===== src/rtl/pc_sequencer_pkg.sv =====
// Shared types and defaults for the fetch sequencer and its timeout timer.
package pc_sequencer_pkg;

  typedef enum logic [2:0] {
    S_IDLE    = 3'd0,
    S_LOADVEC = 3'd1,
    S_FETCH   = 3'd2,
    S_ISSUE   = 3'd3,
    S_HALT    = 3'd4,
    S_FAULT   = 3'd5
  } state_t;

  localparam logic [15:0] DEF_RESET_VEC = 16'h0000;
  localparam int          DEF_TIMEOUT   = 8;

  function automatic int timer_w(input int timeout);
    return (timeout < 1) ? 1 : $clog2(timeout + 1);
  endfunction

endpackage


===== src/rtl/pc_sequencer_fetch_timer.sv =====
// Fetch timeout down-counter: reloads to TIMEOUT on clear, flags the last allowed cycle.
module pc_sequencer_fetch_timer #(
  parameter int TIMEOUT = 8,
  parameter int W       = 4
) (
  input  logic clk,
  input  logic rst,
  input  logic clr,
  input  logic en,
  output logic expired
);

  logic [W-1:0] cnt;

  always_ff @(posedge clk or negedge rst) begin
    if (!rst) begin
      cnt <= W'(TIMEOUT);
    end else if (clr) begin
      cnt <= W'(TIMEOUT);
    end else if (en && (cnt != '0)) begin
      cnt <= cnt - W'(1);
    end
  end

  // terminal count: this enabled cycle is the TIMEOUT-th without an ack
  assign expired = en && (cnt == W'(1));

endmodule


===== src/rtl/pc_sequencer.sv =====
// Fetch sequencer: drives pc load/inc, instruction-memory reads and the ir valid/ready register.
//   state   | meaning
//   IDLE    | waiting for start after reset
//   LOADVEC | loading RESET_VEC into pc
//   FETCH   | reading imem at pc_val, timeout running
//   ISSUE   | ir valid, waiting for decode ready
//   HALT    | stopped, start resumes at pc_val
//   FAULT   | fetch timed out, start reloads vector
module pc_sequencer
  import pc_sequencer_pkg::*;
#(
  parameter int                ADDR_W    = 16,
  parameter int                DATA_W    = 16,
  parameter logic [ADDR_W-1:0] RESET_VEC = ADDR_W'(DEF_RESET_VEC),
  parameter int                TIMEOUT   = DEF_TIMEOUT
) (
  input  logic              clk,
  input  logic              rst,
  input  logic              start,
  input  logic              halt_req,
  input  logic [ADDR_W-1:0] pc_val,
  output logic [ADDR_W-1:0] pc_in,
  output logic              pc_load,
  output logic              pc_inc,
  output logic              imem_req,
  output logic [ADDR_W-1:0] imem_addr,
  input  logic              imem_ack,
  input  logic [DATA_W-1:0] imem_rdata,
  output logic [DATA_W-1:0] ir,
  output logic              ir_valid,
  input  logic              ir_ready,
  input  logic              br_take,
  input  logic [ADDR_W-1:0] br_target,
  output logic [15:0]       icount,
  output logic              halted,
  output logic              fault
);

  localparam int TW = timer_w(TIMEOUT);

  state_t state, state_nx;
  logic   halt_pend;
  logic   ir_ld;
  logic   issue_hs;
  logic   tmr_clr;
  logic   tmr_en;
  logic   tmr_expired;

  assign tmr_en  = (state == S_FETCH);
  assign tmr_clr = (state != S_FETCH) || imem_ack;

  pc_sequencer_fetch_timer #(
    .TIMEOUT (TIMEOUT),
    .W       (TW)
  ) u_fetch_timer (
    .clk     (clk),
    .rst     (rst),
    .clr     (tmr_clr),
    .en      (tmr_en),
    .expired (tmr_expired)
  );

  always_ff @(posedge clk or negedge rst) begin
    if (!rst) begin
      state <= S_IDLE;
    end else begin
      state <= state_nx;
    end
  end

  always_comb begin
    state_nx  = state;
    pc_in     = '0;
    pc_load   = 1'b0;
    pc_inc    = 1'b0;
    imem_req  = 1'b0;
    imem_addr = '0;
    ir_ld     = 1'b0;
    issue_hs  = 1'b0;
    case (state)
      S_IDLE: begin
        if (start) state_nx = S_LOADVEC;
      end
      S_LOADVEC: begin
        pc_load  = 1'b1;
        pc_in    = RESET_VEC;
        state_nx = S_FETCH;
      end
      S_FETCH: begin
        imem_req  = 1'b1;
        imem_addr = pc_val;
        // ack wins over a coincident timeout
        if (imem_ack) begin
          ir_ld    = 1'b1;
          pc_inc   = 1'b1;
          state_nx = S_ISSUE;
        end else if (tmr_expired) begin
          state_nx = S_FAULT;
        end
      end
      S_ISSUE: begin
        if (ir_ready) begin
          issue_hs = 1'b1;
          if (br_take) begin
            pc_load = 1'b1;
            pc_in   = br_target;
          end
          state_nx = (halt_pend || halt_req) ? S_HALT : S_FETCH;
        end
      end
      S_HALT: begin
        if (start) state_nx = S_FETCH;
      end
      S_FAULT: begin
        if (start) state_nx = S_LOADVEC;
      end
      default: state_nx = S_IDLE;
    endcase
  end

  always_ff @(posedge clk or negedge rst) begin
    if (!rst) begin
      ir        <= '0;
      icount    <= '0;
      halt_pend <= 1'b0;
    end else begin
      if (ir_ld) ir <= imem_rdata;
      if (issue_hs) icount <= icount + 16'd1;
      // a stale halt request must not survive into the next run
      if ((state_nx == S_HALT) || (state_nx == S_FAULT)) begin
        halt_pend <= 1'b0;
      end else if (halt_req && ((state == S_FETCH) || (state == S_ISSUE))) begin
        halt_pend <= 1'b1;
      end
    end
  end

  assign ir_valid = (state == S_ISSUE);
  assign halted   = (state == S_HALT);
  assign fault    = (state == S_FAULT);

endmodule


===== config.mk =====
export PLATFORM = sky130hd
export DESIGN_NAME = pc_sequencer
export DESIGN_NICKNAME = d
export VERILOG_FILES = /design/src/rtl/pc_sequencer_pkg.sv /design/src/rtl/pc_sequencer_fetch_timer.sv /design/src/rtl/pc_sequencer.sv
export SDC_FILE = /design/constraint.sdc
export NUM_CORES = 1
export LEC_CHECK = 0
export CAP_MARGIN = 15
export CORE_ASPECT_RATIO = 0.75
export CORE_MARGIN = 4
export CORE_UTILIZATION = 37
export CTS_CLUSTER_DIAMETER = 120
export DETAILED_ROUTE_END_ITERATION = 6
export PLACE_DENSITY = 0.81
export SETUP_SLACK_MARGIN = 0.3
export SLEW_MARGIN = 20
export SYNTH_ARGS = -nofsm -noshare
export SYNTH_HDL_FRONTEND = slang
export SYNTH_SLANG_ARGS = --single-unit

===== constraint.sdc =====
create_clock -name clk -period 2.3 [get_ports clk]
set_input_delay 0.345 -clock clk [delete_from_list [all_inputs] [get_ports clk]]
set_output_delay 0.345 -clock clk [all_outputs]
set_load 0.03 [all_outputs]

==> impl_metrics.py <==
metrics = {
    "status": {
        "status": "finished, final reports clean",
    },
    "setup_path": {
        "rr_worst_depth": 7,
        "r2r_start": "state[2]$_DFF_PN0_",
        "worst_ep_arrival_time_ps": 1620,
        "crit_chain": "nand2b_4, nor2_2, buf_6, and2_1, buf_8, buf_4",
        "crit_family": "simple AND/OR/NAND/NOR gates",
        "crit_path_start_kind": "flip-flop",
        "reg2reg_to": "ir[2]$_DFFE_PN0P_",
        "crit_type": "reg2out",
        "critPathMaxFanout": 9,
        "slowest_stage": "dfrtp_2",
        "setup.worst_path.end_class": "output pin",
        "critPathMaxStageDelay_ps": 450,
        "cp_num_buf_inv": 3,
        "cp.required_ps": 1960,
        "r2r_slack_ps": 420,
    },
    "logic_synthesis": {
        "ys_seq_area_share_pct": 50.00,
        "synth_area_mm2": 0.002004,
        "synth_xor_area_share_pct": 6.991,
        "ys_top_cells_by_area": "dfrtp_1 (49%), and2_1 (5.6%), and3_1 (5.6%)",
        "yosysWarnings": 0,
        "synth_top_cells_by_count": "dfrtp_1 (39), and2_1 (18), and3_1 (18)",
        "synthFlopType": "dfrtp_1",
        "yosys.area_share.simple_pct": 24.97,
        "syn_avg_cell_area_um2": 10.78,
        "synth-compound-area-share_pct": 4.619,
        "yosys-mux-area-fraction_pct": 8.989,
        "synth_top_family_by_area": "simple AND/OR/NAND/NOR gates",
        "yosysUniqueCellTypes": 40,
        "synth_nets": 244,
        "yosysMostFrequentCell": "dfrtp_1",
        "async_reset_ff_share_pct": 100.0,
        "synth_cells": 186,
        "synth_area_leader_cell": "dfrtp_1",
        "synth_top_area_share_pct": 48.69,
        "synthAdderAreaFrac_pct": 1.873,
        "synth_edf_count": 0,
        "synth_seq_cells": 40,
    },
    "global_route": {
        "grt_pass1_vias": 1940,
        "grt_max_degree": 41,
        "overflow": 0,
        "antenna_found_initial": 0,
        "globalRouteTotalUtil_pct": 17.34,
        "grt_pass1_wl_mm": 9.094,
    },
    "clocking": {
        "cts.clk_slew.worst_paths_ps": 80,
        "clk_latency_ps": 290,
        "ctsLongestPathBuffers": 2,
        "cts_tree": "built",
        "cts.sinks": 40,
        "htree_levels": 2,
        "numCtsBuffers": 5,
        "ctsRootBufferMaster": "clkbuf_8",
    },
    "placed_design": {
        "hpwl_mm": 4.516,
        "port_buffers": 124,
        "gp_congestion": 0.7951,
    },
    "die": {
        "die_h_um": 71.74,
        "ios": 125,
        "core_region_area_mm2": 0.005065,
        "die_area_mm2": 0.006671,
        "rows": 22,
        "die_w_um": 92.99,
        "start_util_pct": 39.58,
    },
    "timing": {
        "setup_tns_ps": 0,
        "hold_violations": 0,
        "setup_viol": 0,
        "period_needed_ps": 1961,
        "slew_headroom_pct": 40.99,
        "fmax_ghz": 0.5101,
        "finClkSkew_ps": 5.849,
        "min_period_over_period_pct": 85.24,
        "rsz0062_at_grt": "yes",
        "worst_slew_pin_slew_ps": 885.1,
        "slew_viol_final": 0,
    },
    "routing": {
        "route.vias.total": 1870,
        "detailedRoute.firstIterationViolations": 38,
        "wire_per_inst_um": 14.85,
        "drcViolationCount": 0,
        "routed_wl_mm": 5.822,
        "viasPerCell": 4.770,
        "drt_first_pass_iters": 4,
        "ant_nets": 0,
    },
    "hold_path": {
        "min_path_type": "in2async",
    },
    "finish": {
        "nets": 378,
        "syn_to_final_growth_pct": 70.60,
        "drive_above_1_share_pct": 22.81,
        "diodes": 0,
        "nFillCells": 419,
    },
    "pwr": {
        "p_total_w": 0.003814,
        "powerDensity_mw_per_mm2": 1115,
        "leakagePower_nw": 1.611,
        "vdd_drop_max_mv": 0.6484,
    },
    "job": {
        "drv_cap": 0,
    },
}
how the worst max path moves through the flow:
| stage | start | endpoint | slack, ps | cells after the start |
|---|---|---|---|---|
| finish | state[2]$_DFF_PN0_ | pc_inc | 340 | 6 |
| global route | state[2]$_DFF_PN0_ | imem_addr[15] | 270 | 5 |
| CTS | state[2]$_DFF_PN0_ | imem_addr[10] | 180 | 5 |
| detailed placement | state[2]$_DFF_PN0_ | imem_addr[14] | 230 | 5 |
| global placement | state[2]$_DFF_PN0_ | imem_addr[9] | 250 | 5 |
| floorplan | state[2]$_DFF_PN0_ | imem_addr[10] | 400 | 4 |
per-stage QoR:
step	area [um^2]	std cells	hold slack (ps)	utilization (%)	worst slack [ps]
2_1_floorplan	2004	186	49.41	-	395.5
3_3_place_gp	3296	379	458.5	65.07	247.4
3_5_place_dp	3296	379	468.9	65.07	226.4
4_1_cts	3382	389	181.2	66.77	178.0
5_1_grt	3420	392	234.8	67.51	269.6
6_report	3420	392	162.7	67.51	339.5
layout make-up:
| type | instances | area, um^2 | share of cell area, % |
|---|---|---|---|
| multi-input combinational | 135 | 989.7 | 28.94 |
| inverter | 3 | 11.26 | 0.3293 |
| timing repair buffer | 135 | 1242 | 36.33 |
| tap | 72 | 90.09 | 2.634 |
| clock inverter | 2 | 12.51 | 0.3659 |
| clock buffer | 5 | 68.82 | 2.012 |
| sequential | 40 | 1005 | 29.38 |
report_power, final:
part,internal [W],switching (W)
clock network,0.000205,0.000246
logic,0.00101,0.00124
registers,0.000945,0.000169
total,0.00216,0.00165
what timing repair did:
action                                  in CTS  in global routing
resized for setup                           74                 29
gates cloned                                 0                  1
endpoints found under the setup margin      38                 46
hold endpoints to repair                     0                  0
pin swaps                                    1                  1
setup buffers                                3                  2
hold buffers                                 0                  0
cells by family (layout without fill, tap and decap cells):
family | after synthesis | after routing
AOI/OAI and AO/OA | 13 | 13
xor gates and xnor gates | 16 | 16
adders and majority gates | 3 | 3
buffers and inverters | 11 | 145
DFF | 40 | 40
muxes | 16 | 16
and+or+nand+nor | 87 | 87
per-layer routing:
layer	up-vias	share of wire, %	global-route usage [%]
met5	-	0	0
met4	0	1.2	5.854
met3	8	14	9.129
met2	93	44	27.53
met1	862	40	20.21
li1	907	-	-
registers in the layout (all words and copies together), names as in the netlist:
| name | count |
|---|---|
| icount | 16 |
| ir | 16 |
| u_fetch_timer.cnt | 4 |
| state | 3 |
| halt_pend | 1 |
cell usage in the layout (no fill, tap or decap), types with 5 or more instances in the layout:
master / instances
nor2_1: 10
and3_1: 15
buf_2: 17
mux2_2: 7
dfrtp_1: 37
nand3_1: 6
clkdlybuf4s50_1: 84
buf_4: 18
and2_1: 18
xor2_1: 5
xnor2_1: 11
mux2_1: 9
nand2_1: 14
clkbuf_8: 5
buf_6: 7
(Power assumes the default switching activity.)
